`config.mk`:
```
export PLATFORM = sky130hd
export DESIGN_NAME = msrv32_ahb_arbiter
export DESIGN_NICKNAME = d
export VERILOG_FILES = /design/src/rtl/msrv32_bus_pkg.sv /design/src/rtl/msrv32_arb_priority.sv /design/src/rtl/msrv32_ahb_arbiter.sv
export SDC_FILE = /design/constraint.sdc
export NUM_CORES = 1
export LEC_CHECK = 0
export ABC_AREA = 1
export BUFFER_PORTS_ARGS = -buffer_cell sky130_fd_sc_hd__buf_2
export CELL_PAD_IN_SITES_DETAIL_PLACEMENT = 0
export CELL_PAD_IN_SITES_GLOBAL_PLACEMENT = 1
export CORE_ASPECT_RATIO = 1.5
export CORE_MARGIN = 3
export CORE_UTILIZATION = 25
export CTS_BUF_LIST = sky130_fd_sc_hd__clkbuf_2 sky130_fd_sc_hd__clkbuf_4 sky130_fd_sc_hd__clkbuf_8
export CTS_CLUSTER_DIAMETER = 150
export DETAILED_ROUTE_END_ITERATION = 8
export PLACE_DENSITY_LB_ADDON = 0.15
export SLEW_MARGIN = 25
export SYNTH_ARGS = -nofsm -noshare
export SYNTH_HDL_FRONTEND = slang
export SYNTH_SLANG_ARGS = --single-unit
```
`constraint.sdc`:
```
create_clock -name clk_in -period 1.6 [get_ports clk_in]
set_input_delay 0.16 -clock clk_in [delete_from_list [all_inputs] [get_ports clk_in]]
set_output_delay 0.16 -clock clk_in [all_outputs]
set_load 0.01 [all_outputs]
```
`src/rtl/msrv32_bus_pkg.sv`:
```
// msrv32_bus_pkg
//   Shared types and AHB-Lite constants for the msrv32 unified-memory bus
//   arbiter: FSM state encoding, bus-owner encoding, HTRANS and HSIZE codes.
package msrv32_bus_pkg;

    // Arbiter FSM: address phase, data phase, and the second cycle of an
    // AHB ERROR response.
    typedef enum logic [1:0] {
        IDLE = 2'd0,
        ADDR = 2'd1,
        DATA = 2'd2,
        ERR  = 2'd3
    } state_e;

    // Which requester owns the current transfer.
    typedef enum logic {
        OWNER_I = 1'b0,
        OWNER_D = 1'b1
    } owner_e;

    localparam logic [1:0] HTRANS_IDLE   = 2'b00;
    localparam logic [1:0] HTRANS_NONSEQ = 2'b10;
    localparam logic [2:0] HSIZE_WORD    = 3'b010;

endpackage

```
`src/rtl/msrv32_arb_priority.sv`:
```
// msrv32_arb_priority
//   Combinational grant decision between fetch (I) and load/store (D), with a
//   registered starvation counter that forces a fetch grant after
//   STARVE_LIMIT consecutive data grants made while a fetch was pending.
// Ports
//   clk_in, rst_in       clock, synchronous active-high reset
//   eval_in              a grant may be made this cycle
//   i_req_in, d_req_in   raw request levels
//   i_mask_in, d_mask_in suppress a stale request (transfer completing now)
//   grant_out            a grant is made this cycle
//   grant_owner_out      winner, valid with grant_out
import msrv32_bus_pkg::*;

module msrv32_arb_priority #(
    parameter int STARVE_LIMIT = 2
) (
    input  logic   clk_in,
    input  logic   rst_in,
    input  logic   eval_in,
    input  logic   i_req_in,
    input  logic   d_req_in,
    input  logic   i_mask_in,
    input  logic   d_mask_in,
    output logic   grant_out,
    output owner_e grant_owner_out
);

    localparam int CW = (STARVE_LIMIT < 1) ? 1 : $clog2(STARVE_LIMIT + 1);
    localparam logic [CW-1:0] LIMIT = CW'(STARVE_LIMIT);

    logic [CW-1:0] starve_q;
    logic          i_eff, d_eff, starve_hit;

    // A masked request belongs to the transfer completing this cycle, so it
    // is not a pending request: it neither competes nor counts as starving.
    assign i_eff      = i_req_in & ~i_mask_in;
    assign d_eff      = d_req_in & ~d_mask_in;
    assign starve_hit = (starve_q >= LIMIT) & i_eff;

    assign grant_out       = eval_in & (i_eff | d_eff);
    assign grant_owner_out = (d_eff && !starve_hit) ? OWNER_D : OWNER_I;

    always_ff @(posedge clk_in) begin
        if (rst_in) begin
            starve_q <= '0;
        end else if (grant_out) begin
            if (grant_owner_out == OWNER_I)
                starve_q <= '0;
            else if (i_eff && starve_q < LIMIT)
                starve_q <= starve_q + 1'b1;
        end
    end

endmodule

```
`src/rtl/msrv32_ahb_arbiter.sv`:
```
// msrv32_ahb_arbiter
//   Shares one AHB-Lite master port between the msrv32 fetch (I) and
//   load/store (D) requesters. Registered NONSEQ address phase, data phase
//   with wait states and two-cycle ERROR handling, one-cycle ready pulse back
//   to the owner. D has priority; a starvation limit guarantees fetch progress.
// Ports
//   clk_in, rst_in                 clock, synchronous active-high reset
//   i_req/addr_in                  fetch request; i_ready/rdata/resp_out reply
//   d_req/wr/addr/wdata/wmask_in   data request; d_ready/rdata/resp_out reply
//   haddr/htrans/hwrite/hsize/hwstrb/hwdata_out, hready/hresp/hrdata_in  AHB
import msrv32_bus_pkg::*;

module msrv32_ahb_arbiter #(
    parameter int STARVE_LIMIT = 2
) (
    input  logic        clk_in,
    input  logic        rst_in,
    input  logic        i_req_in,
    input  logic [31:0] i_addr_in,
    output logic        i_ready_out,
    output logic [31:0] i_rdata_out,
    output logic        i_resp_out,
    input  logic        d_req_in,
    input  logic        d_wr_in,
    input  logic [31:0] d_addr_in,
    input  logic [31:0] d_wdata_in,
    input  logic [3:0]  d_wmask_in,
    output logic        d_ready_out,
    output logic [31:0] d_rdata_out,
    output logic        d_resp_out,
    output logic [31:0] haddr_out,
    output logic [1:0]  htrans_out,
    output logic        hwrite_out,
    output logic [2:0]  hsize_out,
    output logic [3:0]  hwstrb_out,
    output logic [31:0] hwdata_out,
    input  logic        hready_in,
    input  logic        hresp_in,
    input  logic [31:0] hrdata_in
);

    state_e      state_q, state_d;
    owner_e      owner_q, grant_owner;
    logic        grant, eval, i_mask, d_mask;
    logic        done, done_err;
    logic [31:0] haddr_q, wdata_q;
    logic        hwrite_q;
    logic [3:0]  wmask_q;
    logic        data_phase;

    msrv32_arb_priority #(.STARVE_LIMIT(STARVE_LIMIT)) u_prio (
        .clk_in          (clk_in),
        .rst_in          (rst_in),
        .eval_in         (eval),
        .i_req_in        (i_req_in),
        .d_req_in        (d_req_in),
        .i_mask_in       (i_mask),
        .d_mask_in       (d_mask),
        .grant_out       (grant),
        .grant_owner_out (grant_owner)
    );

    always_comb begin
        state_d  = state_q;
        eval     = 1'b0;
        i_mask   = 1'b0;
        d_mask   = 1'b0;
        done     = 1'b0;
        done_err = 1'b0;
        case (state_q)
            IDLE: begin
                eval = 1'b1;
                if (grant) state_d = ADDR;
            end
            ADDR: begin
                if (hready_in) state_d = DATA;
            end
            DATA: begin
                if (hresp_in) begin
                    // First ERROR cycle; any hready here is a slave protocol
                    // violation and is treated as the start of the error.
                    state_d = ERR;
                end else if (hready_in) begin
                    done    = 1'b1;
                    eval    = 1'b1;
                    // The completing requester still shows its old request.
                    i_mask  = (owner_q == OWNER_I);
                    d_mask  = (owner_q == OWNER_D);
                    state_d = grant ? ADDR : IDLE;
                end
            end
            ERR: begin
                // No re-grant here: the bus returns to IDLE for one cycle.
                if (hready_in) begin
                    done     = 1'b1;
                    done_err = 1'b1;
                    state_d  = IDLE;
                end
            end
            default: state_d = IDLE;
        endcase
    end

    always_ff @(posedge clk_in) begin
        if (rst_in) begin
            state_q  <= IDLE;
            owner_q  <= OWNER_I;
            haddr_q  <= '0;
            hwrite_q <= 1'b0;
            wdata_q  <= '0;
            wmask_q  <= '0;
        end else begin
            state_q <= state_d;
            if (grant) begin
                owner_q <= grant_owner;
                if (grant_owner == OWNER_D) begin
                    haddr_q  <= d_addr_in;
                    hwrite_q <= d_wr_in;
                    wdata_q  <= d_wdata_in;
                    wmask_q  <= d_wr_in ? d_wmask_in : 4'b0000;
                end else begin
                    haddr_q  <= i_addr_in;
                    hwrite_q <= 1'b0;
                    wdata_q  <= '0;
                    wmask_q  <= '0;
                end
            end
        end
    end

    assign data_phase = (state_q == DATA) || (state_q == ERR);

    assign htrans_out = (state_q == ADDR) ? HTRANS_NONSEQ : HTRANS_IDLE;
    assign haddr_out  = haddr_q;
    assign hwrite_out = hwrite_q;
    assign hsize_out  = HSIZE_WORD;
    assign hwdata_out = data_phase ? wdata_q : 32'h0;
    assign hwstrb_out = data_phase ? wmask_q : 4'b0000;

    // A reset landing on the completing cycle abandons the transfer, so the
    // combinational pulse is suppressed as well.
    always_comb begin
        i_ready_out = 1'b0;
        i_rdata_out = '0;
        i_resp_out  = 1'b0;
        d_ready_out = 1'b0;
        d_rdata_out = '0;
        d_resp_out  = 1'b0;
        if (done && !rst_in) begin
            if (owner_q == OWNER_D) begin
                d_ready_out = 1'b1;
                d_rdata_out = done_err ? 32'h0 : hrdata_in;
                d_resp_out  = done_err;
            end else begin
                i_ready_out = 1'b1;
                i_rdata_out = done_err ? 32'h0 : hrdata_in;
                i_resp_out  = done_err;
            end
        end
    end

endmodule
```
==> metrics.txt <==
synth top area cells=dfxtp_1, nand2_1, nand3_1; fin crit share=120%; Clock power frac=a little over a quarter; CP delay by family, top=simple AND/OR/NAND/NOR gates; total number of vias=5,544; synth-to-layout area growth=83.9%; warnings from Yosys=0; vias in the first global route=roughly 5,200; multi-input logic area=0.00270 mm^2; die width=114 um; Post-CTS Hold Buffers=0; DRT Pass-1 Iters=6; status=finished, violations left; critical path's slowest cell=dfxtp_4; post-synth top area share=33.9%; synthesized cell area=0.00437 mm^2; fraction of layout cells with a size suffix above 1=50.3%; Post-Syn Area per Cell=approximately 6.2 um^2; kind of critical path=reg -> out; failing checks=negative setup slack; die height=168 um; Placed Area=0.00608 mm^2; combinational power share=36.0%; largest net degree at the start of global routing=38; CTS sink cnt=74; die area=0.0191 mm^2; Max clock buf depth=2; Switching Share=a little over a third; maximum fanout along the worst path=4; Peak Freq=519 MHz; Storage cell area=0.00149 mm^2; Reg power frac=36.6%; CP arrival=1770 ps; via-per-instance ratio=roughly 4.5; I/O pin cnt=281; Reg clk slew, reported paths=100 ps; Post-Syn Instances=700; Peak VDD IR=473 uV; pwr dens=725 mW/mm^2; Pleak=4.57 nW; Initial DRC Count=approximately 320; Layout Nets=1,149; sequential share of the synthesized area=33.9%; WL/cell=around 17 um; PnR worst setup slack=-327 ps; clock latency on the worst-skew pair=360 ps; Initial Util=roughly a quarter; max-slew violation count=0; post-synth cell types=29; post-route ant nets=0; global route overflow=0; number of cell rows=between 50 and 60; first-pass GRT wire length=26.8 mm; Synth Register Bits=74; Worst Setup Start Kind=flip-flop; input/output buffers=roughly 280; Power Internal=3.77 mW; total core area=0.0170 mm^2; CTS tree=done; max-cap violations=0; Final HPWL DP=between 10 and 15 mm; max incr delay on CP=between 300 and 400 ps; final setup TNS=-19,730 ps; Post-Route WL=between 20 and 25 mm; Hold Vio Cnt, Final=0; post-synth top area cell=dfxtp_1; cts bufs inserted=9; Final Wtd Congestion=0.776; pre-CTS setup slack=-20.0 ps; CP required=~1400 ps; antenna violations before repair=1; Setup crit end kind=output pin; post-route cell area=between 0.008 and 0.009 mm^2; total track usage=17.5%; # setup viols final=140; clock period minus worst slack=a little under 2000 ps; RSZ-0062 raised after global routing=true; PnR Total Power=between 5 and 6 mW; root buffer cell=clkbuf_8; fillcell total=about 1,800; Hold Crit Class=in -> reg; NetSw=between 2 and 2.5 mW; post-route DRC violation count=0; H-tree Lvls=3; CP cell instances=nand2_4 -> nor2_4 -> a21oi_4 -> nor2_4 -> nand2_4 -> buf_12 -> clkbuf_16 -> nor2_1 -> buf_2; CP bufs+invs=3; Worst Clk Skew=approximately 13 ps
==> per-stage QoR <==
step,util [%],hold slack [ps],cells
3_5_place_dp,35.8,422,1158
3_3_place_gp,35.8,423,1158
6_report,47.3,40.5,1225
4_1_cts,40.6,21.1,1197
5_1_grt,47.3,31.1,1225
2_1_floorplan,-,303,702
==> metal layers <==
layer	wire, um	track usage, %	up-vias
li1	-	-	2773
met1	7730	19.8	2527
met2	10900	31.5	214
met3	1280	3.74	30
met4	567	6.93	0
met5	0	0	-
==> timing repair <==
action,in CTS,in global routing
setup endpoints to repair,99,177
cloned,11,20
pin swaps,8,14
gates resized for setup,47,184
setup buffers,12,9
==> state kept, by name (all words and copies together), names as in the netlist <==
name,flops
haddr_out,32
u_prio.starve_q,2
hwrite_out,1
wdata_q,32
wmask_q,4
state_q,2
owner_q,1
==> synth_stat cells (all sizes together) <==
cell type,number
a21oi,42
buf,36
clkbuf,17
conb,2
dfxtp,74
ha,1
inv,122
nand2,185
nand3,108
nand3b,1
nor2,67
nor3,10
o211ai,1
o21ai,33
or2,1
==> logic make-up (layout without fill, tap and decap cells) <==
kind of cell               after synthesis  in the layout  share of synthesized area [%]
buffers and inverters                  175            486                           17.5
other                                    2              5                          0.172
adders and majority gates                1              1                          0.286
DFF                                     74             74                           33.9
AOI/OAI and AO/OA                       76             76                           9.61
and+or+nand+nor                        372            373                           38.5
==> layout make-up <==
type / count / share of cell area [%]
timing repair buffer: 348 / 35.8
multi-input combinational: 454 / 33.6
sequential: 74 / 18.5
inverter: 122 / 6.26
tap: 210 / 3.27
clock buffer: 9 / 1.54
clock inverter: 7 / 1.03
antenna: 1 / 0.0311
==> worst reg2reg max path: stages (launching register included) <==
cell	delay [ps]
dfxtp_4	370
buf_4	140
inv_2	70
nand3_1	80
nand2_2	120
nand3_4	130
buf_12	160
nand2_8	120
buf_4	130
buf_6	120
nand3_1	80
nand2_1	70
inv_1	30
==> placed cells by master (no fill, tap or decap), types with 2 or more instances in the layout <==
cell type / n
buf_12: 21
inv_1: 114
nand3_4: 5
clkinvlp_4: 2
nor2_1: 22
nor3_4: 2
conb_1: 4
nand3_2: 19
inv_6: 4
dfxtp_2: 2
nor2_4: 28
nor3_2: 8
nand3_1: 84
a21oi_1: 25
o21ai_0: 6
a21oi_2: 16
inv_8: 2
o21ai_2: 21
o21ai_1: 6
nand2_1: 169
buf_16: 10
buf_6: 33
nand2_4: 5
buf_4: 17
inv_2: 2
nand2_2: 9
nor2_2: 17
clkinv_8: 2
clkbuf_16: 15
buf_8: 2
dfxtp_1: 71
nand2_8: 3
clkbuf_8: 9
buf_2: 249
==> power by group through the flow <==
stage	sequential (mW)	clock, mW	combinational, mW
5_1_grt	2.15	1.72	2.29
6_report	2.13	1.60	2.10
3_3_place_gp	2.15	0	1.45
3_5_place_dp	2.15	0	1.44
4_1_cts	2.12	1.66	1.63
2_1_floorplan	2.19	0	0.798
==> final timing paths <==
check                     startpoint  slack (ps)                        end  cells past startpoint
min                   d_wdata_in[20]          40   wdata_q[20]$_SDFFE_PP0P_                      3
max          state_q[0]$_SDFFE_PP0P_        -330            i_rdata_out[12]                      9
min reg2reg  hwrite_out$_SDFFE_PP0P_         460    hwrite_out$_SDFFE_PP0P_                      2
max reg2reg  state_q[0]$_SDFFE_PP0P_        -120  haddr_out[7]$_SDFFE_PP0P_                     12
Note: power is estimated with default switching activity, not from simulation.
